==> config.mk <==
export PLATFORM = sky130hd
export DESIGN_NAME = mem_bus_arbiter
export DESIGN_NICKNAME = d
export VERILOG_FILES = /design/src/rtl/riscv_bus_pkg.sv /design/src/rtl/rr_arbiter_2.sv /design/src/rtl/mem_bus_arbiter.sv
export SDC_FILE = /design/constraint.sdc
export NUM_CORES = 1
export LEC_CHECK = 0
export ABC_AREA = 1
export BUFFER_PORTS_ARGS = -buffer_cell sky130_fd_sc_hd__buf_2
export CORE_ASPECT_RATIO = 1.5
export CORE_UTILIZATION = 25
export CTS_CLUSTER_DIAMETER = 100
export DETAILED_ROUTE_END_ITERATION = 10
export PLACE_DENSITY = 0.48
export SLEW_MARGIN = 15
export SYNTH_ARGS = -nofsm -noshare
export SYNTH_HDL_FRONTEND = slang
export SYNTH_SLANG_ARGS = --single-unit
==> constraint.sdc <==
create_clock -name clk -period 1.45 [get_ports clk]
set_input_delay 0.0725 -clock clk [delete_from_list [all_inputs] [get_ports clk]]
set_output_delay 0.0725 -clock clk [all_outputs]
set_load 0.02 [all_outputs]
==> src/rtl/riscv_bus_pkg.sv <==
// Shared encodings for the memory-bus arbiter: FSM states, master ids and
// the default slave timeout.
package riscv_bus_pkg;

  typedef enum logic [1:0] {
    ST_IDLE   = 2'd0,
    ST_ACCESS = 2'd1,
    ST_DONE   = 2'd2
  } bus_state_t;

  localparam logic MST_CORE   = 1'b0;
  localparam logic MST_LOADER = 1'b1;

  localparam int TIMEOUT_DEFAULT = 15;

endpackage

==> src/rtl/rr_arbiter_2.sv <==
// Combinational two-way round-robin pick: a sole requester wins outright,
// a tie goes to whichever master was not granted last.
module rr_arbiter_2
  import riscv_bus_pkg::*;
(
  input  logic [1:0] i_req,
  input  logic       i_last_grant,
  output logic       o_grant,
  output logic       o_grant_valid
);

  always_comb begin
    o_grant_valid = |i_req;
    if (&i_req) begin
      o_grant = ~i_last_grant;
    end else if (i_req[MST_LOADER]) begin
      o_grant = MST_LOADER;
    end else begin
      o_grant = MST_CORE;
    end
  end

endmodule

==> src/rtl/mem_bus_arbiter.sv <==
// Two-master arbiter and sequencer in front of the memory-map slave port.
// Serialises accesses, waits on s_ready with a timeout, stalls the core.
module mem_bus_arbiter
  import riscv_bus_pkg::*;
#(
  parameter int DATA_WIDTH = 32,
  parameter int ADDR_WIDTH = 32,
  parameter int TIMEOUT    = TIMEOUT_DEFAULT
) (
  input  logic                  clk,
  input  logic                  rst,
  input  logic                  m0_req,
  input  logic                  m0_we,
  input  logic [ADDR_WIDTH-1:0] m0_addr,
  input  logic [DATA_WIDTH-1:0] m0_wdata,
  output logic [DATA_WIDTH-1:0] m0_rdata,
  output logic                  m0_ack,
  input  logic                  m1_req,
  input  logic                  m1_we,
  input  logic [ADDR_WIDTH-1:0] m1_addr,
  input  logic [DATA_WIDTH-1:0] m1_wdata,
  output logic [DATA_WIDTH-1:0] m1_rdata,
  output logic                  m1_ack,
  output logic                  s_sel,
  output logic                  s_we,
  output logic [ADDR_WIDTH-1:0] s_addr,
  output logic [DATA_WIDTH-1:0] s_wdata,
  input  logic [DATA_WIDTH-1:0] s_rdata,
  input  logic                  s_ready,
  output logic                  stall_o,
  output logic                  err_o
);

  // state  | meaning
  // IDLE   | bus free; arbitrate and launch on the next edge
  // ACCESS | s_sel and s_* held; wait for s_ready or timeout
  // DONE   | winner's ack (and err on timeout) pulse; update last_grant

  localparam int CNT_W = $clog2(TIMEOUT + 1);
  localparam logic [CNT_W-1:0] CNT_LOAD = CNT_W'(TIMEOUT - 1);

  bus_state_t r_state, w_state_nxt;

  logic [1:0]            w_req;
  logic                  w_grant;
  logic                  w_grant_valid;
  logic                  w_cnt_tc;
  logic                  w_access_end;
  logic [DATA_WIDTH-1:0] w_capture;

  logic                  r_last_grant;
  logic                  r_winner;
  logic [CNT_W-1:0]      r_cnt;
  logic                  r_s_sel;
  logic                  r_s_we;
  logic [ADDR_WIDTH-1:0] r_s_addr;
  logic [DATA_WIDTH-1:0] r_s_wdata;
  logic [DATA_WIDTH-1:0] r_m0_rdata;
  logic [DATA_WIDTH-1:0] r_m1_rdata;
  logic                  r_m0_ack;
  logic                  r_m1_ack;
  logic                  r_err;

  assign w_req = {m1_req, m0_req};

  rr_arbiter_2 u_rr (
    .i_req         (w_req),
    .i_last_grant  (r_last_grant),
    .o_grant       (w_grant),
    .o_grant_valid (w_grant_valid)
  );

  // Down-counter loaded with TIMEOUT-1 gives exactly TIMEOUT ACCESS cycles.
  assign w_cnt_tc     = (r_cnt == '0);
  assign w_access_end = s_ready | w_cnt_tc;
  assign w_capture    = (s_ready && !r_s_we) ? s_rdata : '0;

  always_ff @(posedge clk) begin
    if (rst) begin
      r_state <= ST_IDLE;
    end else begin
      r_state <= w_state_nxt;
    end
  end

  always_comb begin
    w_state_nxt = r_state;
    case (r_state)
      ST_IDLE:   if (w_grant_valid) w_state_nxt = ST_ACCESS;
      ST_ACCESS: if (w_access_end)  w_state_nxt = ST_DONE;
      ST_DONE:   w_state_nxt = ST_IDLE;
      default:   w_state_nxt = ST_IDLE;
    endcase
  end

  always_ff @(posedge clk) begin
    if (rst) begin
      r_last_grant <= MST_LOADER;
      r_winner     <= MST_CORE;
      r_cnt        <= '0;
      r_s_sel      <= 1'b0;
      r_s_we       <= 1'b0;
      r_s_addr     <= '0;
      r_s_wdata    <= '0;
      r_m0_rdata   <= '0;
      r_m1_rdata   <= '0;
      r_m0_ack     <= 1'b0;
      r_m1_ack     <= 1'b0;
      r_err        <= 1'b0;
    end else begin
      r_m0_ack <= 1'b0;
      r_m1_ack <= 1'b0;
      r_err    <= 1'b0;
      case (r_state)
        ST_IDLE: begin
          if (w_grant_valid) begin
            r_winner  <= w_grant;
            r_s_sel   <= 1'b1;
            r_s_we    <= (w_grant == MST_LOADER) ? m1_we    : m0_we;
            r_s_addr  <= (w_grant == MST_LOADER) ? m1_addr  : m0_addr;
            r_s_wdata <= (w_grant == MST_LOADER) ? m1_wdata : m0_wdata;
            r_cnt     <= CNT_LOAD;
          end
        end
        ST_ACCESS: begin
          if (w_access_end) begin
            r_s_sel <= 1'b0;
            r_err   <= ~s_ready;
            if (r_winner == MST_LOADER) begin
              r_m1_rdata <= w_capture;
              r_m1_ack   <= 1'b1;
            end else begin
              r_m0_rdata <= w_capture;
              r_m0_ack   <= 1'b1;
            end
          end else begin
            r_cnt <= r_cnt - 1'b1;
          end
        end
        ST_DONE: r_last_grant <= r_winner;
        default: ;
      endcase
    end
  end

  assign s_sel    = r_s_sel;
  assign s_we     = r_s_we;
  assign s_addr   = r_s_addr;
  assign s_wdata  = r_s_wdata;
  assign m0_rdata = r_m0_rdata;
  assign m1_rdata = r_m1_rdata;
  assign m0_ack   = r_m0_ack;
  assign m1_ack   = r_m1_ack;
  assign err_o    = r_err;
  assign stall_o  = m0_req & ~r_m0_ack;

endmodule
# Word level (Yosys, flattened, before mapping)
# Index checks and enable logic that the tools add are counted.
dict set report classes {
  bitwise 8
  n_addsub 1
  reduce_logical 14
  n_eq_ne 5
  n_mux 17
}
# cell n
set ops {}
lappend ops {{$mux 32} 3}
lappend ops {{$reduce_and 3->1} 4}
lappend ops {{$mux 4} 2}
lappend ops {{$pmux 4 s2} 1}
lappend ops {{$mux 1} 7}
lappend ops {{$not 1->1} 6}
lappend ops {{$reduce_and 2->1} 3}
lappend ops {{$logic_not 4->1} 1}
lappend ops {{$mux 2} 2}
lappend ops {{$ne 2x2->1 const B} 2}
lappend ops {{$pmux 2 s2} 1}
lappend ops {{$sub 4x1->4 const B} 1}
lappend ops {{$reduce_or 3->1} 1}
lappend ops {{$eq 2x1->1 const B} 1}
lappend ops {{$eq 2x2->1 const B} 1}
lappend ops {{$logic_not 2->1} 1}
lappend ops {{$ne 2x1->1 const B} 1}
lappend ops {{$pmux 1 s2} 1}
lappend ops {{$reduce_bool 2->1} 1}
lappend ops {{$reduce_or 2->1} 1}
lappend ops {{$and 1x1->1} 1}
lappend ops {{$logic_and 1x1->1} 1}
lappend ops {{$logic_not 1->1} 1}
lappend ops {{$or 1x1->1} 1}
dict set report totals {
  ff_bits 141
  in_bits 167
  output_inout_bits 134
}

# Longest topological paths before layout
dict set report logic_depth {
  depth_word 4
  ltp_mapped 9
  mapped_depth_nobuf 8
}

# By module
# Synthesis repeated with hierarchy kept, for this count alone.
dict set report hier_totals {
  cells_unflattened 1017
  area_unflattened_um2 6495.0
}
# mod seq_area_each_um2 area_per_inst_um2 cells_per_inst n_inst
set by_module_without_submodules {}
lappend by_module_without_submodules {mem_bus_arbiter 2822.7 6480.0 1014 1}
lappend by_module_without_submodules {rr_arbiter_2 0.0 15.0 3 1}

# Least setup slack after synthesis
# OpenSTA, ideal clock, no wires.
dict set report synth_timing {
  path_type {reg2reg}
  from {reg r_cnt[0]}
  to {reg r_m1_rdata[15], in the netlist m1_rdata[15]}
  t_arrival_ns 1.250
  slack_ns 0.086
  path_stages_with_launch 9
  n_path_buf 1
  path_cell_list {dfxtp_1 inv_1 ha_1 nand3_2 nand2_4 nand3_4 buf_4 a21oi_1 nor2_1}
}
dict set report synth_via {
  elab_chain_len 3
}
# item line_no
set synth_rtl {}
lappend synth_rtl {{start, declared} mem_bus_arbiter.sv:53} ;# logic [CNT_W-1:0] r_cnt;
lappend synth_rtl {{start signal, assigned} mem_bus_arbiter.sv:137} ;# r_cnt <= r_cnt - 1'b1;
lappend synth_rtl {{$logic_not 4->1} mem_bus_arbiter.sv:74} ;# assign w_cnt_tc = (r_cnt == '0);
lappend synth_rtl {{$or 1x1->1} mem_bus_arbiter.sv:75} ;# assign w_access_end = s_ready | w_cnt_tc;
lappend synth_rtl {{$reduce_and 3->1 (no line)} --}
lappend synth_rtl {{end signal, assigned} mem_bus_arbiter.sv:130} ;# r_m1_rdata <= w_capture;
lappend synth_rtl {{end, declared} mem_bus_arbiter.sv:59} ;# logic [DATA_WIDTH-1:0] r_m1_rdata;
# Every way passes these cells.
# A chain may end at the register's enable or synchronous reset.

# Final worst setup path
dict set report layout_timing {
  from {reg r_cnt[1]}
  to {reg r_m1_rdata[10], in the netlist m1_rdata[10]}
}
# Same word-level chain as after synthesis.

==> results_tabular.tex <==
\begin{tabular}{lr}
\hline
Metric & Value \\
\hline
\multicolumn{2}{l}{\textbf{Drt}} \\
\quad Detail-routed net length per standard cell & 13.9 um \\
\quad Detailed-route via count & 7,198 \\
\quad Detailed-route wire length & 23,300 um \\
\quad Average via count per standard cell & 4.30 \\
\quad Number of design rule violations left after detail routing & 0 \\
\quad Number of nets with antenna violations after detailed routing & 0 \\
\quad Starting DRC count in detailed routing & 321 \\
\quad First-pass detailed-route iteration total & 6 \\
\multicolumn{2}{l}{\textbf{Global route}} \\
\quad Overall Global Routing Usage & 17.9\% \\
\quad GR Layer Usage met3 & 4.28\% \\
\quad GRT Residual Overflow & 0 \\
\quad Vias in the first global route & 7,050 \\
\quad Gr busiest metal & met2 \\
\quad Wire length of the first global-routing pass & 35,100 um \\
\quad Largest net degree at the start of global routing & 71 \\
\quad Met2 GRT Util & 31.2\% \\
\quad Met1 capacity usage during global routing & 20.2\% \\
\quad Number of antenna violations at the first check in global routing & 0 \\
\multicolumn{2}{l}{\textbf{Yosys}} \\
\quad Distinct cell type count of the synthesized netlist & 24 \\
\quad Post-synth top area share & 46.1\% \\
\quad EDFF count, synth & 0 \\
\quad Dominant combinational cell family by area after synthesis & simple AND/OR/NAND/NOR gates \\
\quad Post-synthesis area per instance & 6.85 um\^{}2 \\
\quad Largest cells by area after synthesis & sky130\_fd\_sc\_hd\_\_dfxtp\_1, sky130\_fd\_sc\_hd\_\_nand2\_1, sky130\_fd\_sc\_hd\_\_nor2\_1 \\
\quad Most common cell in the synthesized netlist & sky130\_fd\_sc\_hd\_\_nand2\_1 \\
\quad Number of synthesized register bits & 141 \\
\quad Area leader, netlist & sky130\_fd\_sc\_hd\_\_dfxtp\_1 \\
\quad Mux share of post-synthesis cell area & 0\% \\
\quad Number of cells produced by synthesis & 894 \\
\quad Most used DFF post-synth & sky130\_fd\_sc\_hd\_\_dfxtp\_1 \\
\quad Adder-cell area share of the yosys netlist & 0.204\% \\
\quad Sequential area share after synthesis & 46.1\% \\
\quad Summed instance area of the synthesized netlist & 6120 um\^{}2 \\
\quad Compound-cell area share of the yosys netlist & 14.1\% \\
\quad Number of warnings printed during yosys synthesis & 0 \\
\quad Net count after synthesis & 1,062 \\
\quad Share of synthesized cell area in and, or, nand and nor gates & 27.6\% \\
\quad Top cell types by occurrence after synthesis & sky130\_fd\_sc\_hd\_\_nand2\_1, sky130\_fd\_sc\_hd\_\_dfxtp\_1, sky130\_fd\_sc\_hd\_\_nor2\_1 \\
\quad Parity-gate share of the synthesized area counting xor and xnor cells & 0.143\% \\
\quad Synth async-reset ratio & 0\% \\
\multicolumn{2}{l}{\textbf{Floorplan}} \\
\quad Starting Density & 25.7\% \\
\quad Die Ht & 194 um \\
\quad Die area & 25,100 um\^{}2 \\
\quad Placeable core region & 23,800 um\^{}2 \\
\quad Row cnt & 69 \\
\quad Number of ports placed on the die boundary & 301 \\
\quad Horizontal die dimension & 130 um \\
\multicolumn{2}{l}{\textbf{Critical path}} \\
\quad Critical Path Slowest Stage Cell & sky130\_fd\_sc\_hd\_\_dfxtp\_2 \\
\quad Startpoint of the lowest-slack register-to-register path & r\_cnt[1] \\
\quad CP top delay family & simple AND/OR/NAND/NOR gates \\
\quad Critical path buffers and inverters & 3 \\
\quad Critical Path RT & 1770 ps \\
\quad Max stage delay on crit path & 350 ps \\
\quad Cells on worst reg2reg path & 10 \\
\quad Minimum setup slack among reg-to-reg paths & 2 ps \\
\quad Kind of launch point of the worst setup path & register \\
\quad R2r endpoint & m1\_rdata[10] \\
\quad Series of cell instances along the critical path & inv\_2 > ha\_4 > nand3\_4 > nand2\_4 > buf\_12 > nand3\_4 > buf\_12 > nand2\_1 > nand2\_1 > nor2\_1 \\
\quad Crit Path Class & register to register \\
\quad Maximum fanout encountered on the critical timing path & 27 \\
\quad Data arrival time of the critical path & 1770 ps \\
\quad Capturing element type of the critical path & register \\
\multicolumn{2}{l}{\textbf{CTS}} \\
\quad H-tree Lvls & 4 \\
\quad TritonCTS clock tree & done \\
\quad Bufs on Longest Clock Path & 2 \\
\quad Clock buffers created by TritonCTS & 17 \\
\quad Worst skew pair latency & 420 ps \\
\quad Number of sinks handled by clock tree synthesis & 141 \\
\quad Reg clk slew, reported paths & 60 ps \\
\quad Root buffer cell & sky130\_fd\_sc\_hd\_\_clkbuf\_16 \\
\multicolumn{2}{l}{\textbf{Power and ir drop}} \\
\quad Power density relative to cell area & 1190 nW/um\^{}2 \\
\quad Total internal power & 8.68 mW \\
\quad Logic pwr share & 25.9\% \\
\quad Clock network power share & 38.0\% \\
\quad Total power of the final layout & 12.5 mW \\
\quad Worst VDD drop & 0.724 mV \\
\quad Reported leakage power & 5.51 nW \\
\quad Power dissipated by switching net loads & 3.86 mW \\
\quad Switching portion of total power & 30.8\% \\
\quad Sequential cell fraction of total power & 36.0\% \\
\multicolumn{2}{l}{\textbf{Timing}} \\
\quad Endpoints failing hold & 0 \\
\quad Clock period minus worst slack & 1450 ps \\
\quad Clock Skew & 8.85 ps \\
\quad Share of the clock period used by the worst path & 99.9\% \\
\quad Max-slew violations & 0 \\
\quad Slew at the pin closest to its max-slew limit & 339 ps \\
\quad Final setup vio count & 0 \\
\quad Worst hold slack & 3.82 ps \\
\quad Headroom to the max-slew limit & 77.4\% \\
\quad Setup repair after global routing missed its margin & yes \\
\quad Highest achievable clock rate & 690 MHz \\
\multicolumn{2}{l}{\textbf{Worst hold path}} \\
\quad Hold Path Stages & 5 \\
\quad Min-Delay Path Class & input port to register \\
\quad Capture endpoint of the worst hold path & m0\_rdata[1] \\
\quad Hold\_sp & s\_rdata[1] \\
\multicolumn{2}{l}{\textbf{Layout}} \\
\quad Diodes inserted & 0 \\
\quad Post-route cell area & 10,500 um\^{}2 \\
\quad Footprint of the flip-flops and latches & 2830 um\^{}2 \\
\quad Ratio of cells with drive above 1 in the final layout & 29.8\% \\
\quad Area taken by multi-input logic gates & 2710 um\^{}2 \\
\quad FILL cells & 2,439 \\
\quad Net count reported at finish & 1,511 \\
\quad Area overhead of the layout relative to synthesis & 72.0\% \\
\multicolumn{2}{l}{\textbf{Placement}} \\
\quad DP Wirelength & 14,100 um \\
\quad Placer congestion estimate & 0.754 \\
\quad Port Buf Inserts & 300 \\
\quad Post-place instance area & 7970 um\^{}2 \\
\multicolumn{2}{l}{\textbf{Outcome}} \\
\quad Status & finished clean \\
\multicolumn{2}{l}{\textbf{Run}} \\
\quad Max-capacitance violation count & 0 \\
\hline
\end{tabular}
==> cells by family after synthesis <==
kind of cell	count (synthesis)
xor gates and xnor gates	1
adders and majority gates	1
AOI/OAI and AO/OA	156
and+or+nand+nor	432
DFF	141
buffers and inverters	163
==> cells in the final DEF (no fill, tap or decap), types with 5 or more instances in the layout <==
cell type,instances
sky130_fd_sc_hd__o21ai_0,59
sky130_fd_sc_hd__inv_2,7
sky130_fd_sc_hd__a21oi_1,21
sky130_fd_sc_hd__dlygate4sd3_1,158
sky130_fd_sc_hd__nand2_4,7
sky130_fd_sc_hd__buf_6,5
sky130_fd_sc_hd__o21ai_1,8
sky130_fd_sc_hd__buf_4,7
sky130_fd_sc_hd__nor2_1,121
sky130_fd_sc_hd__dfxtp_1,139
sky130_fd_sc_hd__nand2_1,274
sky130_fd_sc_hd__inv_1,96
sky130_fd_sc_hd__nand2_2,15
sky130_fd_sc_hd__buf_12,12
sky130_fd_sc_hd__a31oi_1,65
sky130_fd_sc_hd__clkbuf_16,22
sky130_fd_sc_hd__buf_2,300
==> tightest hold or removal path: stages <==
cell and delay [ps]:
sky130_fd_sc_hd__buf_2 80, sky130_fd_sc_hd__nand2_1 40, sky130_fd_sc_hd__inv_1 80, sky130_fd_sc_hd__nor2_1 50, sky130_fd_sc_hd__nor2_1 70
==> power by group through the flow <==
stage,combinational [mW],sequential [mW],clock [mW]
global placement,2.60,4.59,0
floorplan,1.15,5.05,0
CTS,2.93,4.52,4.91
global route,3.57,4.57,5.05
finish,3.25,4.52,4.77
detailed placement,2.60,4.59,0
==> through the flow <==
step | TNS, ps | util [%] | instances | worst slack [ps]
2_1_floorplan | 0 | - | 894 | 86.0
3_3_place_gp | 0 | 33.4 | 1473 | 65.3
3_5_place_dp | 0 | 33.4 | 1473 | 25.8
4_1_cts | 0 | 42.7 | 1663 | 9.58
5_1_grt | -3110 | 44.2 | 1675 | -97.6
6_report | 0 | 44.2 | 1675 | 1.71
==> routing by layer <==
layer  part of all wire [%]  wire (um)
met5                      0          0
met4                    3.1        729
met3                    5.7       1320
met2                     51      11800
met1                     40       9430
==> cell type report <==
cell class | instances | share of cell area, %
clock buffers | 21 | 4.47
repair buffers | 487 | 33.8
well taps | 319 | 3.79
clock inverters | 11 | 1.56
inverters | 105 | 3.79
multi-input cells | 591 | 25.8
flip-flops and latches | 141 | 26.8
==> flip-flops by register name, indices dropped and copies added (netlist names) <==
signal / count
m0_rdata: 32
m0_ack: 1
r_cnt: 4
s_sel: 1
r_winner: 1
m1_rdata: 32
s_wdata: 32
s_we: 1
err_o: 1
m1_ack: 1
r_last_grant: 1
r_state: 2
s_addr: 32
==> worst max-delay path by stage <==
stage,slack [ps],endpoint,startpoint,cells after the start
after floorplan,90,m1_rdata[15],r_cnt[0],8
after global placement,70,m1_rdata[19],r_cnt[0],8
after detailed placement,30,m1_rdata[6],r_cnt[0],8
after CTS,10,m1_rdata[6],r_cnt[0],9
after global routing,-100,m1_rdata[8],r_cnt[0],10
final,2,m1_rdata[10],r_cnt[1],10
==> repair_timing <==
action | 4_1_cts | 5_1_grt
buffers inserted | 0 | 4
hold buffers | 158 | 0
setup endpoints to repair | 0 | 82
resized for setup | 0 | 51
hold endpoints to repair | 117 | 0
No activity file was read; power rests on OpenSTA's default activity.
